==> config.mk <==
export PLATFORM = sky130hd
export DESIGN_NAME = board_display_driver_flat
export DESIGN_NICKNAME = d
export VERILOG_FILES = /design/src/rtl/board_display_driver_if.sv /design/src/rtl/board_display_driver.sv /design/src/flat_wrapper.sv
export SDC_FILE = /design/constraint.sdc
export NUM_CORES = 1
export LEC_CHECK = 0
export CAP_MARGIN = 25
export CORE_ASPECT_RATIO = 2
export CORE_MARGIN = 5
export CORE_UTILIZATION = 55
export CTS_CLUSTER_SIZE = 16
export DETAILED_ROUTE_END_ITERATION = 16
export HOLD_SLACK_MARGIN = 0.1
export PLACE_DENSITY = 0.78
export SYNTH_ARGS = -nofsm -noshare
export SYNTH_HDL_FRONTEND = slang
export SYNTH_SLANG_ARGS = --single-unit
==> constraint.sdc <==
create_clock -name clk -period 2.7 [get_ports clk]
set_input_delay 0.54 -clock clk [delete_from_list [all_inputs] [get_ports clk]]
set_output_delay 0.54 -clock clk [all_outputs]
set_load 0.05 [all_outputs]
==> src/rtl/board_display_driver_if.sv <==
// Board-to-LED-chain bus: memory-mapped board words in, 74HC595 chain controls out.
interface board_display_driver_if;
  logic [31:0] playerBoard;
  logic [31:0] cpuBoard;
  logic [31:0] kingBoard;
  logic        force_refresh;
  logic        sr_data;
  logic        sr_clk;
  logic        sr_latch;
  logic        sr_oe_n;
  logic        busy;
  logic        frame_done;

  modport master (
    output playerBoard, cpuBoard, kingBoard, force_refresh,
    input  sr_data, sr_clk, sr_latch, sr_oe_n, busy, frame_done
  );

  modport slave (
    input  playerBoard, cpuBoard, kingBoard, force_refresh,
    output sr_data, sr_clk, sr_latch, sr_oe_n, busy, frame_done
  );
endinterface

==> src/rtl/board_display_driver.sv <==
// Serialises the player/cpu/king board words onto a 74HC595-style LED chain.
// A frame is sent only on board change, forced refresh, or king blink toggle.
//
// state | meaning
// IDLE  | chain static; watch for pending, force_refresh or board change
// LOAD  | snapshot boards + blink phase, build 64-bit frame word
// SHIFT | clock 64 bits out MSB first, CLK_DIV cycles low then high per bit
// LATCH | pulse storage latch for CLK_DIV cycles, then enable outputs
module board_display_driver #(
  parameter int CLK_DIV   = 4,
  parameter int BLINK_DIV = 10000000
) (
  input  logic                         clk,
  input  logic                         reset,
  board_display_driver_if.slave        bus
);
  localparam int DIV_W = (CLK_DIV > 1) ? $clog2(CLK_DIV) : 1;
  localparam int BLK_W = (BLINK_DIV > 1) ? $clog2(BLINK_DIV) : 1;
  localparam logic [DIV_W-1:0] DIV_LAST = DIV_W'(CLK_DIV - 1);
  localparam logic [BLK_W-1:0] BLK_LAST = BLK_W'(BLINK_DIV - 1);

  typedef enum logic [1:0] {IDLE, LOAD, SHIFT, LATCH} state_t;

  state_t           state, state_nxt;
  logic [DIV_W-1:0] div_cnt;
  logic             div_tc;
  logic             phase_hi;
  logic [5:0]       bit_cnt;
  logic [63:0]      frame_q;
  logic [63:0]      frame_word;
  logic [31:0]      snap_player, snap_cpu, snap_king;
  logic             board_changed;
  logic             pending;
  logic [BLK_W-1:0] blink_cnt;
  logic             blink_phase;
  logic             blink_tog;
  logic             oe_n_q;
  logic             done_q;
  logic             sr_data_c, sr_clk_c, sr_latch_c, busy_c;

  assign div_tc        = (div_cnt == '0);
  assign blink_tog     = (blink_cnt == BLK_LAST);
  assign board_changed = ({bus.playerBoard, bus.cpuBoard, bus.kingBoard} !=
                          {snap_player, snap_cpu, snap_king});

  // Frame word: two bits per square, king squares blanked during the off phase.
  always_comb begin
    frame_word = '0;
    for (int i = 0; i < 32; i++) begin
      frame_word[2*i+1] = bus.cpuBoard[i]    & ~(bus.kingBoard[i] & blink_phase);
      frame_word[2*i]   = bus.playerBoard[i] & ~(bus.kingBoard[i] & blink_phase);
    end
  end

  // State register.
  always_ff @(posedge clk) begin
    if (reset) state <= IDLE;
    else       state <= state_nxt;
  end

  // Next-state and chain control decode.
  always_comb begin
    state_nxt  = state;
    sr_data_c  = 1'b0;
    sr_clk_c   = 1'b0;
    sr_latch_c = 1'b0;
    busy_c     = 1'b1;
    case (state)
      IDLE: begin
        busy_c = 1'b0;
        if (pending || bus.force_refresh || board_changed) state_nxt = LOAD;
      end
      LOAD: state_nxt = SHIFT;
      SHIFT: begin
        sr_data_c = frame_q[63];
        sr_clk_c  = phase_hi;
        if (div_tc && phase_hi && (bit_cnt == 6'd0)) state_nxt = LATCH;
      end
      LATCH: begin
        sr_latch_c = 1'b1;
        if (div_tc) state_nxt = IDLE;
      end
      default: state_nxt = IDLE;
    endcase
  end

  // Shift datapath: half-bit timer, bit counter, frame shifter, output enable.
  always_ff @(posedge clk) begin
    if (reset) begin
      div_cnt     <= DIV_LAST;
      phase_hi    <= 1'b0;
      bit_cnt     <= 6'd63;
      frame_q     <= '0;
      snap_player <= '0;
      snap_cpu    <= '0;
      snap_king   <= '0;
      oe_n_q      <= 1'b1;
      done_q      <= 1'b0;
    end else begin
      done_q <= 1'b0;
      case (state)
        LOAD: begin
          snap_player <= bus.playerBoard;
          snap_cpu    <= bus.cpuBoard;
          snap_king   <= bus.kingBoard;
          frame_q     <= frame_word;
          bit_cnt     <= 6'd63;
          div_cnt     <= DIV_LAST;
          phase_hi    <= 1'b0;
        end
        SHIFT: begin
          if (div_tc) begin
            div_cnt <= DIV_LAST;
            if (phase_hi) begin
              phase_hi <= 1'b0;
              if (bit_cnt != 6'd0) begin
                bit_cnt <= bit_cnt - 6'd1;
                frame_q <= {frame_q[62:0], 1'b0};
              end
            end else begin
              phase_hi <= 1'b1;
            end
          end else begin
            div_cnt <= div_cnt - 1'b1;
          end
        end
        LATCH: begin
          if (div_tc) begin
            done_q <= 1'b1;
            oe_n_q <= 1'b0;
          end else begin
            div_cnt <= div_cnt - 1'b1;
          end
        end
        default: ;
      endcase
    end
  end

  // Blink timer and refresh-request latch; set requests win over the LOAD clear.
  always_ff @(posedge clk) begin
    if (reset) begin
      blink_cnt   <= '0;
      blink_phase <= 1'b0;
      pending     <= 1'b1;
    end else begin
      if (blink_tog) begin
        blink_cnt   <= '0;
        blink_phase <= ~blink_phase;
      end else begin
        blink_cnt <= blink_cnt + 1'b1;
      end
      if ((blink_tog && (bus.kingBoard != 32'd0)) ||
          (bus.force_refresh && (state != IDLE)))
        pending <= 1'b1;
      else if (state == LOAD)
        pending <= 1'b0;
    end
  end

  assign bus.sr_data    = sr_data_c;
  assign bus.sr_clk     = sr_clk_c;
  assign bus.sr_latch   = sr_latch_c;
  assign bus.busy       = busy_c;
  assign bus.sr_oe_n    = oe_n_q;
  assign bus.frame_done = done_q;
endmodule

==> src/flat_wrapper.sv <==
// flat-port wrapper written by rule: the top's interface ports become plain ports
module board_display_driver_flat 
#(
  parameter int CLK_DIV   = 4,
  parameter int BLINK_DIV = 10000000
)
  (clk, reset, bus_playerBoard, bus_cpuBoard, bus_kingBoard, bus_force_refresh, bus_sr_data, bus_sr_clk, bus_sr_latch, bus_sr_oe_n, bus_busy, bus_frame_done);
  board_display_driver_if bus_i ();
  input  logic clk;
  input  logic reset;
  input wire logic [$bits(bus_i.playerBoard)-1:0] bus_playerBoard;
  input wire logic [$bits(bus_i.cpuBoard)-1:0] bus_cpuBoard;
  input wire logic [$bits(bus_i.kingBoard)-1:0] bus_kingBoard;
  input wire logic [$bits(bus_i.force_refresh)-1:0] bus_force_refresh;
  output wire logic [$bits(bus_i.sr_data)-1:0] bus_sr_data;
  output wire logic [$bits(bus_i.sr_clk)-1:0] bus_sr_clk;
  output wire logic [$bits(bus_i.sr_latch)-1:0] bus_sr_latch;
  output wire logic [$bits(bus_i.sr_oe_n)-1:0] bus_sr_oe_n;
  output wire logic [$bits(bus_i.busy)-1:0] bus_busy;
  output wire logic [$bits(bus_i.frame_done)-1:0] bus_frame_done;
  assign bus_i.playerBoard = bus_playerBoard;
  assign bus_i.cpuBoard = bus_cpuBoard;
  assign bus_i.kingBoard = bus_kingBoard;
  assign bus_i.force_refresh = bus_force_refresh;
  assign bus_sr_data = bus_i.sr_data;
  assign bus_sr_clk = bus_i.sr_clk;
  assign bus_sr_latch = bus_i.sr_latch;
  assign bus_sr_oe_n = bus_i.sr_oe_n;
  assign bus_busy = bus_i.busy;
  assign bus_frame_done = bus_i.frame_done;
  board_display_driver #(.CLK_DIV(CLK_DIV), .BLINK_DIV(BLINK_DIV)) u_core (.clk(clk), .reset(reset), .bus(bus_i));
endmodule
-- Word-level counts from Yosys, hierarchy flattened
Cells that the tools add are included.
Widths: inputs -> output; s select.
- flip-flop bits (word level): 199
- bits of input ports: 99
- output and inout bits: 6
- word-level logic and storage cells: 204
- add/subtract/negate cells: 3
- eq/ne operators: 12
- mux-type cells: 23
- bitwise logic cells: 130
- reduce and logical (&&, ||, !) cells: 23
- operators by type and width (kind ; count):
    $mux 64 ; 3
    $pmux 64 s2 ; 1
    $and 1x1->1 ; 96
    $ne 96x96->1 ; 1
    $not 1->1 ; 34
    $reduce_bool 32->1 ; 1
    $add 24x1->24 const B ; 1
    $eq 24x24->1 const B ; 1
    $mux 6 ; 3
    $ne 2x1->1 const B ; 6
    $pmux 6 s2 ; 1
    $mux 2 ; 5
    $pmux 2 s4 ; 1
    $mux 1 ; 7
    $logic_not 6->1 ; 1
    $pmux 2 s3 ; 1
    $reduce_and 2->1 ; 3
    $reduce_bool 6->1 ; 1
    $reduce_or 2->1 ; 3
    $sub 6x1->6 const B ; 1
    $eq 2x2->1 const B ; 2
    $logic_and 1x1->1 ; 4
    $logic_not 2->1 ; 2
    $reduce_and 4->1 ; 1
    other kinds (8) ; 11

-- Longest topological paths before layout
- depth after elaboration: 5
- mapped depth: 11
- depth with buffers taken out: 8

-- Worst setup path before layout
OpenSTA, ideal clock, no wires.
- kind: register to register
- start point: register u_core.state[0]
- end point: register u_core.state[0]
- setup time: 0.072 ns
- data arrival time: 2.150 ns
- data required time: 2.628 ns
- path slack: 0.478 ns
- stages on the path, launching flop included: 9
- buffers on the path: 0
- clock period less this slack: 2.222 ns
- cell sequence: dfxtp_1 > inv_1 > ha_1 > inv_1 > or4_1 > nor4_1 > nand4_1 > o31ai_1 > mux2i_1
- cells in the longest elaborated chain, start to end: 3
- elaborated cells on any way between the ends: 9
- those cells by class: 6 x eq/ne; 1 x mux; 2 x reduce/logical
- ends and longest elaborated chain (element ; RTL line ; source):
    start, declared ; board_display_driver.sv:24 ; state_t state, state_nxt;
    start signal, assigned ; board_display_driver.sv:58 ; else state <= state_nxt;
    $eq 2x2->1 or $logic_not 2->1 (tied branches) ; board_display_driver.sv:68 ; case (state)
    $ne 2x1->1 (no source line) ; n/a ;
    $reduce_and 3->1 (no source line) ; n/a ;
Parallel ways exist; a longest one is shown, timed or not.
A chain may end at the register's enable or synchronous reset.

-- Worst setup path after layout
- start point: register u_core.state[0]
- end point: output port bus_sr_latch
- cells in the longest elaborated chain, start to end: 2
- ends and longest elaborated chain (element ; RTL line ; source):
    $eq 2x2->1 ; board_display_driver.sv:68 ;
    $mux 1 ; board_display_driver.sv:68 ;
    end, declared ; flat_wrapper.sv:17 ; output wire logic [$bits(bus_i.sr_latch)-1:0] bus_sr_latch;
No other way between the ends.

==> impl_results.md <==
* Setup tns final at 0 ns
* HPWL after DPL at 19.3 mm
* DIE WIDTH at 102 um
* Pleak at around 4.2 nW
* Largest net degree at the start of global routing at a little under 100
* Core area at 16,700 sq um
* Syn Area/Cell at 8.80 sq um
* Vias in the first global route at slightly above 8k
* EDFF count, synth at 0
* Antenna cells at 0
* Period utilization at 94.3%
* DP Area at 10,600 sq um
* Clock Power Share at 25.3%
* Final Hold Viols at 0
* CTS Buf Count at 17
* Core Rows at 67
* Switching pwr at 0.00368 W
* IO Port Bufs at 104
* Kind of critical path: flop to output port
* Switching share of power at a little over a third
* Sequential group share of total power at 40.6%
* CP arrival at 2.01 ns
* TritonCTS clock tree: yes
* Yosys reg bits at 199
* Initial Util at between 50 and 60%
* Max-cap violations at 0
* Clock Path Buffers at 2
* Vias post-DR at 8,163
* Reg2Reg Setup Slack at 0.30 ns
* Post-synthesis sequential area ratio at a little over two fifths
* Nets at 1,258
* Crit end category: output port
* Synth-to-Final Area Change at 21.4%
* Worst vdd ir at between 0.7 and 0.8 mV
* Most common cell after layout, fill and taps aside: dfxtp_1
* Post-Place Worst Slack at 0.0407 ns
* Synthesis Warnings at 0
* Clk root buf: clkbuf_16
* CTS Sinks at 199
* Cell variety after synth at 39
* Routed WL per cell at slightly below 20 um
* First-pass GRT wire length at ~42 mm
* Hold Crit Class: flop to flop
* Design area at 11,300 sq um
* PD cells at 921 nW/um^2
* Fillers at 1,350
* Required @ worst endpoint at 2.16 ns
* Routed Wire Length at between 20 and 30 mm
* Slew Limit Fails at 0
* Vias per cell at 5.96
* Worst-Margin Slew at 0.709 ns
* Number of DRC markers in iteration 0 at slightly below 500
* Combinational Power Share at 34.1%
* Final Setup Violations at 0
* Final setup skew at roughly 0.012 ns
* Unrepaired setup endpoints after global routing: false
* Clock-pin slew on the worst setup and hold paths at about 0.070 ns
* Setup slack after layout at approximately 0.15 ns
* Internal power at between 0.006 and 0.007 W
* Crit path time final at 2.55 ns
* Worst-Skew Late Latency at roughly 0.44 ns
* CP Launch Type: flop
* Max Freq at 0.393 GHz
* Most frequent cells in the layout: dfxtp_1, nor2_1, clkdlybuf4s50_1
* Max-Slew Margin vs Limit at 52.8%
* Ports at 105
* Layout cells sized above 1 at 7.39%
* Global Route Usage Sum at 27.7%
* DRC viols at 0
* Status: finished clean
* Antenna Nets Post-Route at 0
* DIE AREA at 19,700 sq um
* Grt total ovfl at 0
* Height of the chip at 194 um
* Synth Cell Area at 9280 sq um
* Syn Inst Count at 1,054
* Async SR Flop Fraction at 0%
* Initial antenna violation count at 0
* Storage element area at 3980 sq um
* Top_reg_cell synth: dfxtp_1
* Routability Congestion at 0.895
* Mapped Nets at 1,162
* CTS H-tree lvls at 4
* Worst-path fanout max at 4
* Pre-antenna DRT Iters at 5
* Multi-input gate area at 5000 sq um
power groups by stage:
stage	combinational, W	clock [W]	sequential [W]
6_report	0.00354	0.00262	0.00421
3_5_place_dp	0.00347	0	0.00423
2_1_floorplan	0.00255	0	0.00412
4_1_cts	0.00350	0.00264	0.00418
5_1_grt	0.00387	0.00278	0.00428
3_3_place_gp	0.00340	0	0.00420
flip-flops by register name, summed over array words and instances (netlist names):
register and count:
u_core.frame_q 64, u_core.snap_cpu 32, u_core.snap_king 32, u_core.snap_player 32, u_core.blink_cnt 24, u_core.bit_cnt 6
u_core.div_cnt 2, u_core.state 2, u_core.blink_phase 1, u_core.bus.frame_done 1, u_core.bus.sr_oe_n 1, u_core.pending 1
u_core.phase_hi 1
logic make-up after synthesis:
kind of cell    after synthesis  synth area share (%)
simple gates                464                  24.0
flops                       199                  43.0
xor+xnor                    121                  11.4
mux                          98                  10.6
compound gates               85                  6.50
buf+inv                      78                  3.36
fa+ha+maj                     9                  1.21
metrics by stage:
step / power, W / util (%) / hold WS, ns / std cells
5_1_grt: 0.0109 / 67.5 / 0.486 / 1370
3_3_place_gp: 0.00760 / 63.8 / 0.427 / 1337
2_1_floorplan: 0.00667 / - / 0.417 / 1054
6_report: 0.0104 / 67.5 / 0.451 / 1370
3_5_place_dp: 0.00770 / 63.8 / 0.446 / 1337
4_1_cts: 0.0103 / 67.4 / 0.460 / 1369
path summary, 6_finish.rpt:
check | depth (start not counted) | endpoint | start
hold / removal | 1 | u_core.blink_cnt[0] | u_core.blink_cnt[0]
setup / recovery | 2 | bus_sr_latch | u_core.state[0]
hold reg to reg | 1 | u_core.blink_cnt[0] | u_core.blink_cnt[0]
setup reg to reg | 8 | u_core.frame_q[3] | u_core.state[0]
Yosys cell counts, drive strengths merged (9+ instances only):
cell type / n / area, sq um
nor2: 199 / 747
inv: 11 / 41.3
and3: 66 / 414
nor4: 20 / 131
mux2i: 98 / 981
buf: 20 / 90.1
nor3: 66 / 330
xnor2: 78 / 683
nand2: 48 / 180
a211oi: 62 / 465
o21ai: 9 / 45.0
dfxtp: 199 / 3980
nand3: 14 / 70.1
nand4: 26 / 163
clkbuf: 47 / 180
ha: 9 / 113
xor2: 43 / 377
timing repair:
item / in CTS / in global routing
setup buffers: 0 / 0
resized for setup: 1 / 0
endpoints found under the setup margin: 1 / 0
hold buffers: 0 / 0
layout make-up:
cell class              count  area share [%]
well taps                 207            2.30
clock buffers              19            3.93
inverters                  11           0.367
repair buffers            144            12.2
flip-flops and latches    199            35.4
clock inverters            13            1.40
multi-input cells         777            44.4
routing by layer:
layer  up-vias  part of all wire, %  GRT usage [%]
met5         -                    0              0
li1       3845                    -              -
met2       268                   52           48.3
met3       102                  4.2           4.25
met4         0                  6.9           17.6
met1      3948                   37           30.3
critical path, cell delays in order, from the launching register on:
cell and delay (ns):
dfxtp_1 0.46, ha_1 0.27, clkdlybuf4s50_1 0.84
(Power assumes the default switching activity.)
